==> config.mk <==
export PLATFORM = sky130hd
export DESIGN_NAME = awmc_panel_ctrl
export DESIGN_NICKNAME = d
export VERILOG_FILES = /design/src/rtl/awmc_panel_ctrl.sv
export SDC_FILE = /design/constraint.sdc
export NUM_CORES = 1
export LEC_CHECK = 0
export ABC_AREA = 0
export BUFFER_PORTS_ARGS = -buffer_cell sky130_fd_sc_hd__buf_2
export CAP_MARGIN = 20
export CORE_MARGIN = 2
export CORE_UTILIZATION = 45
export DETAILED_ROUTE_END_ITERATION = 7
export PLACE_DENSITY = 0.66
export SLEW_MARGIN = 20
export SYNTH_ARGS = -nofsm -noshare
export SYNTH_HDL_FRONTEND = slang
export SYNTH_SLANG_ARGS = --single-unit
export TNS_END_PERCENT = 100
==> constraint.sdc <==
create_clock -name clk -period 2.14 [get_ports clk]
set_clock_uncertainty 0.2 [all_clocks]
set_input_delay 0.428 -clock clk [delete_from_list [all_inputs] [get_ports clk]]
set_output_delay 0.428 -clock clk [all_outputs]
set_load 0.05 [all_outputs]
==> src/rtl/awmc_panel_ctrl.sv <==
// Front-panel supervisor for the wash controller: debounced start/pause buttons,
// door lock, end-of-cycle buzzer and stuck-stage watchdog.
module awmc_panel_ctrl #(
  parameter int unsigned DEBOUNCE_CYCLES = 4,
  parameter int unsigned STAGE_TIMEOUT   = 32,
  parameter int unsigned BUZZ_CYCLES     = 8
) (
  input  logic       clk,
  input  logic       reset,
  input  logic       btn_start_i,
  input  logic       btn_pause_i,
  input  logic       door_closed_i,
  input  logic [2:0] stage_i,
  input  logic       done_i,
  output logic       start_o,
  output logic       pause_o,
  output logic       door_lock_o,
  output logic       buzzer_o,
  output logic       fault_o,
  output logic [2:0] panel_state_o
);

  localparam int unsigned DB_W      = $clog2(DEBOUNCE_CYCLES + 1);
  localparam int unsigned WD_W      = $clog2(STAGE_TIMEOUT + 1);
  localparam int unsigned BZ_W      = $clog2(BUZZ_CYCLES + 1);
  localparam int unsigned BTN_START = 0;
  localparam int unsigned BTN_PAUSE = 1;
  localparam logic [2:0]  STG_STOP  = 3'd4;
  localparam logic [2:0]  STG_IDLE  = 3'd7;

  typedef enum logic [2:0] {
    S_IDLE  = 3'd0,
    S_START = 3'd1,
    S_RUN   = 3'd2,
    S_PAUSE = 3'd3,
    S_DONE  = 3'd4,
    S_FAULT = 3'd5
  } state_t;

  state_t state, state_d;

  logic [1:0]           btn_raw, btn_sync1, btn_sync2, btn_db, btn_db_q, btn_press;
  logic [1:0][DB_W-1:0] db_cnt;
  logic [2:0]           stage_q;
  logic [WD_W-1:0]      wd_cnt;
  logic [BZ_W-1:0]      buzz_cnt;
  logic                 cmpl, stage_moved, wd_expired, buzz_last;
  logic                 start_d, pause_d, lock_d, buzz_d, fault_d;

  assign btn_raw = {btn_pause_i, btn_start_i};

  // 2-FF synchroniser plus debounce; any sample equal to the current level restarts the count
  always_ff @(posedge clk or posedge reset) begin
    if (reset) begin
      btn_sync1 <= '0;
      btn_sync2 <= '0;
      btn_db    <= '0;
      btn_db_q  <= '0;
      db_cnt    <= '0;
    end else begin
      btn_sync1 <= btn_raw;
      btn_sync2 <= btn_sync1;
      btn_db_q  <= btn_db;
      for (int i = 0; i < 2; i++) begin
        if (btn_sync2[i] == btn_db[i]) begin
          db_cnt[i] <= '0;
        end else if (db_cnt[i] == DB_W'(DEBOUNCE_CYCLES - 1)) begin
          btn_db[i] <= btn_sync2[i];
          db_cnt[i] <= '0;
        end else begin
          db_cnt[i] <= db_cnt[i] + DB_W'(1);
        end
      end
    end
  end

  assign btn_press = btn_db & ~btn_db_q;

  // done_i alone stays high after the first cycle, so completion is the STOP->IDLE step
  always_ff @(posedge clk or posedge reset) begin
    if (reset) stage_q <= '0;
    else       stage_q <= stage_i;
  end

  assign stage_moved = (stage_i != stage_q);
  assign cmpl        = (stage_q == STG_STOP) && (stage_i == STG_IDLE) && done_i;
  assign wd_expired  = (wd_cnt == WD_W'(STAGE_TIMEOUT - 1)) && !stage_moved;
  assign buzz_last   = (buzz_cnt == BZ_W'(BUZZ_CYCLES - 1));

  // Watchdog counts unchanged-stage cycles in RUN only; it holds its value while paused
  always_ff @(posedge clk or posedge reset) begin
    if (reset) begin
      wd_cnt   <= '0;
      buzz_cnt <= '0;
    end else begin
      if (state_d == S_RUN && state != S_RUN)          wd_cnt <= '0;
      else if (state == S_RUN) begin
        if (stage_moved)                               wd_cnt <= '0;
        else if (wd_cnt != WD_W'(STAGE_TIMEOUT - 1))   wd_cnt <= wd_cnt + WD_W'(1);
      end
      if (state_d == S_DONE && state != S_DONE)        buzz_cnt <= '0;
      else if (state == S_DONE)                        buzz_cnt <= buzz_cnt + BZ_W'(1);
    end
  end

  always_ff @(posedge clk or posedge reset) begin
    if (reset) begin
      state       <= S_IDLE;
      start_o     <= 1'b0;
      pause_o     <= 1'b0;
      door_lock_o <= 1'b0;
      buzzer_o    <= 1'b0;
      fault_o     <= 1'b0;
    end else begin
      state       <= state_d;
      start_o     <= start_d;
      pause_o     <= pause_d;
      door_lock_o <= lock_d;
      buzzer_o    <= buzz_d;
      fault_o     <= fault_d;
    end
  end

  assign panel_state_o = state;

  // Outputs decoded from the next state so they line up with the registered state
  always_comb begin
    state_d = state;
    start_d = 1'b0;
    pause_d = 1'b0;
    lock_d  = 1'b0;
    buzz_d  = 1'b0;
    fault_d = 1'b0;
    case (state)
      S_IDLE:  if (btn_press[BTN_START] && door_closed_i) state_d = S_START;
      S_START: state_d = S_RUN;
      S_RUN: begin
        if (!door_closed_i)              state_d = S_FAULT;
        else if (wd_expired)             state_d = S_FAULT;
        else if (btn_press[BTN_PAUSE])   state_d = S_PAUSE;
        else if (cmpl)                   state_d = S_DONE;
      end
      S_PAUSE: begin
        if (!door_closed_i)              state_d = S_FAULT;
        else if (|btn_press)             state_d = S_RUN;
      end
      S_DONE:  if (buzz_last) state_d = S_IDLE;
      S_FAULT: state_d = S_FAULT;
      default: state_d = S_IDLE;
    endcase
    case (state_d)
      S_START: begin start_d = 1'b1; lock_d = 1'b1; end
      S_RUN:   lock_d = 1'b1;
      S_PAUSE: begin pause_d = 1'b1; lock_d = 1'b1; end
      S_DONE:  buzz_d = 1'b1;
      S_FAULT: begin fault_d = 1'b1; pause_d = 1'b1; lock_d = 1'b1; end
      default: ;
    endcase
  end

endmodule

==> metrics.md <==
| Metric | Value |
|---|---|
| Status | complete, no violations |
| Cells on Worst Hold Path | 1 |
| Req. time, crit path | 2.17 ns |
| Reg-to-Reg Start | buzz_cnt[0]$_DFFE_PP0P_ |
| CP arrival | 2.03 ns |
| Final worst-path cycle share | 93.4% |
| Worst slew margin | 67.5% |
| Reg2reg setup slack | 0.14 ns |
| Crit start category | flop |
| Filler cell count | 293 |
| Unrepaired setup endpoints after global routing | no |
| Reg2Reg Depth | 6 |
| Worst Hold End | stage_q[2]$_DFF_PP0_ |
| Syn Std Cell Area | 1600 um^2 |
| H-tree levels | 2 |
| Pre-CTS WS | 0.0851 ns |
| Ys Warns | 0 |
| Largest net degree at the start of global routing | 36 |
| Synth Register Bits | 35 |
| Core Box Area | 3390 um^2 |
| Commonest non-fill, non-tap cell in the layout | dfrtp_1 |
| Die Y | 63.7 um |
| Power Dens Cells | 1150 nW/um^2 |
| DP HPWL | 2.08 mm |
| Syn_nets | 156 |
| DR WL/cell | 13.3 um |
| CTS root buf | clkbuf_4 |
| Post-layout util | 55.6% |
| Syn avg cell area | 11.2 um^2 |
| Asr flop ratio synth | 100% |
| TritonCTS clock tree | done |
| Final Hold Viols | 0 |
| Most frequent cells in the layout | dfrtp_1, buf_2, nor2_1 |
| Critical path type | flop to flop |
| Hold Path Class | primary input to flop |
| Reg clk slew, reported paths | 0.11 ns |
| GRT Overall Usage | 17.2% |
| Final Worst Setup Slack | 0.142 ns |
| DR vias/cell | 5.39 |
| VDD IR max | 0.000506 V |
| Final Setup Violations | 0 |
| Hold Startpoint | stage_i[2] |
| # DRC | 0 |
| FP Rows | 21 |
| Chip Width | 63.7 um |
| Initial antenna violation count | 0 |
| CTS Sinks | 35 |
| Seq. cell area | 876 um^2 |
| Cts bufs inserted | 5 |
| Worst Path Max Fanout | 4 |
| Crit path time final | 2.00 ns |
| CP endpoint kind | flop |
| I/O pin count | 17 |
| Total wire length | 2.95 mm |
| Synth top area share | 54.6% |
| Share of layout cells above drive strength 1 | 24.4% |
| DRT Pass-1 Iters | 4 |
| First-pass GRT wire length | 5.18 mm |
| Ant. Diodes | 0 |
| Placed Area | 1760 um^2 |
| Syn-to-layout area delta | 17.6% |
| CTS max path bufs | 2 |
| Library cell with the largest summed area after synthesis | dfrtp_1 |
| Finished layout cell area | 1890 um^2 |
| DR iter-0 viols | 103 |
| Worst r2r dst | fault_o$_DFF_PP0_ |
| LEAKAGE | 0.000884 uW |
| Worst Max-Slew Pin Slew | 0.486 ns |
| Total power | 2170 uW |
| Total congestion overflow | 0 |
| Area of the multi-input gates | 709 um^2 |
| Cell count after synthesis | 143 |
| Vias | 1,196 |
| Final Max Tran Viols | 0 |
| Max Clk Rate | 0.500 GHz |
| Clk_lat worst skew | 0.35 ns |
| Synth Flop Type | dfrtp_1 |
| Count of cell types in the netlist | 44 |
| Number of flops mapped to enable cells by yosys | 0 |
| Nets | 188 |
| Fin Setup TNS | 0 ns |
| Remaining antenna violation count | 0 |
| Vias in the first global route | 1,161 |
| Most area-consuming cells after synthesis | dfrtp_1, ha_1, nor2b_1, xnor2_1, nor3_1 |
| Gpl congestion | 0.855 |
| Starting density of the core | 47.3% |
| Port Buffers | 16 |
| Sequential area share after synthesis | 54.6% |
| Die Area | 4060 um^2 |
| Max_cap viols | 0 |
registers in the layout, summed over array words and instances, names as in the netlist, 2 cells and up:
signal and count:
btn_db 2, btn_db_q 2, btn_sync1 2, btn_sync2 2, buzz_cnt 4, db_cnt 6
panel_state_o 3, stage_q 3, wd_cnt 6
synthesized netlist by cell type, types with 2 or more instances:
master / n
mux2_2: 2
a21oi_1: 3
inv_1: 5
a31oi_1: 3
o21a_1: 2
a211oi_1: 2
o21ai_1: 4
nand4_1: 4
xnor2_1: 5
nor2b_1: 7
nand2b_1: 5
nand3_1: 4
o21ai_0: 3
nand2_1: 8
dfrtp_1: 35
nand2b_2: 2
nor2_1: 10
ha_1: 4
or3_1: 2
nor3_1: 8
nor3b_1: 2
per-layer routing:
layer  vias to the layer above  global-route usage (%)  part of all wire (%)
li1                        583                       -                     -
met4                         0                    9.78                   2.6
met2                        31                    27.1                    50
met5                         -                       0                     0
met3                         8                    5.18                   5.3
met1                       574                    20.8                    42
worst max-delay path by stage:
stage	cells past startpoint	slack, ns	from	to
6_report	6	0.14	buzz_cnt[0]$_DFFE_PP0P_	fault_o$_DFF_PP0_
5_1_grt	6	0.02	buzz_cnt[0]$_DFFE_PP0P_	buzz_cnt[3]$_DFFE_PP0P_
4_1_cts	6	0.08	buzz_cnt[0]$_DFFE_PP0P_	fault_o$_DFF_PP0_
3_5_place_dp	6	0.09	stage_i[2]	door_lock_o$_DFF_PP0_
3_3_place_gp	6	0.16	stage_i[2]	door_lock_o$_DFF_PP0_
2_1_floorplan	5	0.06	panel_state_o[2]$_DFF_PP0_	door_lock_o$_DFF_PP0_
critical path, stage by stage, from the launching register on:
cell      delay (ns)
dfrtp_1         0.40
ha_1            0.20
nor4bb_1        0.38
o22ai_1         0.16
a31oi_2         0.29
nand2b_1        0.12
nor2b_1         0.14
metrics by stage:
stage / hold slack, ns / cells
detailed placement: 0.141 / 207
floorplan: 0.131 / 143
CTS: 0.00531 / 219
finish: 0.0228 / 222
global placement: 0.140 / 207
global route: 0.000466 / 222
logic make-up after synthesis:
group	after synthesis	synth area share (%)
compound gates	25	10.1
xor+xnor	5	2.73
fa+ha+maj	4	3.12
buf+inv	7	1.72
flops	35	54.6
mux	3	2.03
simple gates	64	25.7
area by class of cell:
class / instances / area share (%)
multi-input cells: 101 / 37.6
well taps: 46 / 3.05
clock inverters: 3 / 0.796
flip-flops and latches: 35 / 46.4
inverters: 6 / 1.19
repair buffers: 26 / 8.89
clock buffers: 5 / 1.99
power by group:
part	switching (uW)	leakage [uW]	internal, uW
registers	144	0.000453	831
clock network	223	0.0000347	122
logic	537	0.000396	313
total	903	0.000884	1270
timing repair:
action / in CTS / in global routing
hold endpoints to repair: 38 / 1
buffers inserted: 0 / 2
endpoints found under the setup margin: 0 / 5
hold buffers: 4 / 1
resized for setup: 0 / 2
(Power assumes the default switching activity.)
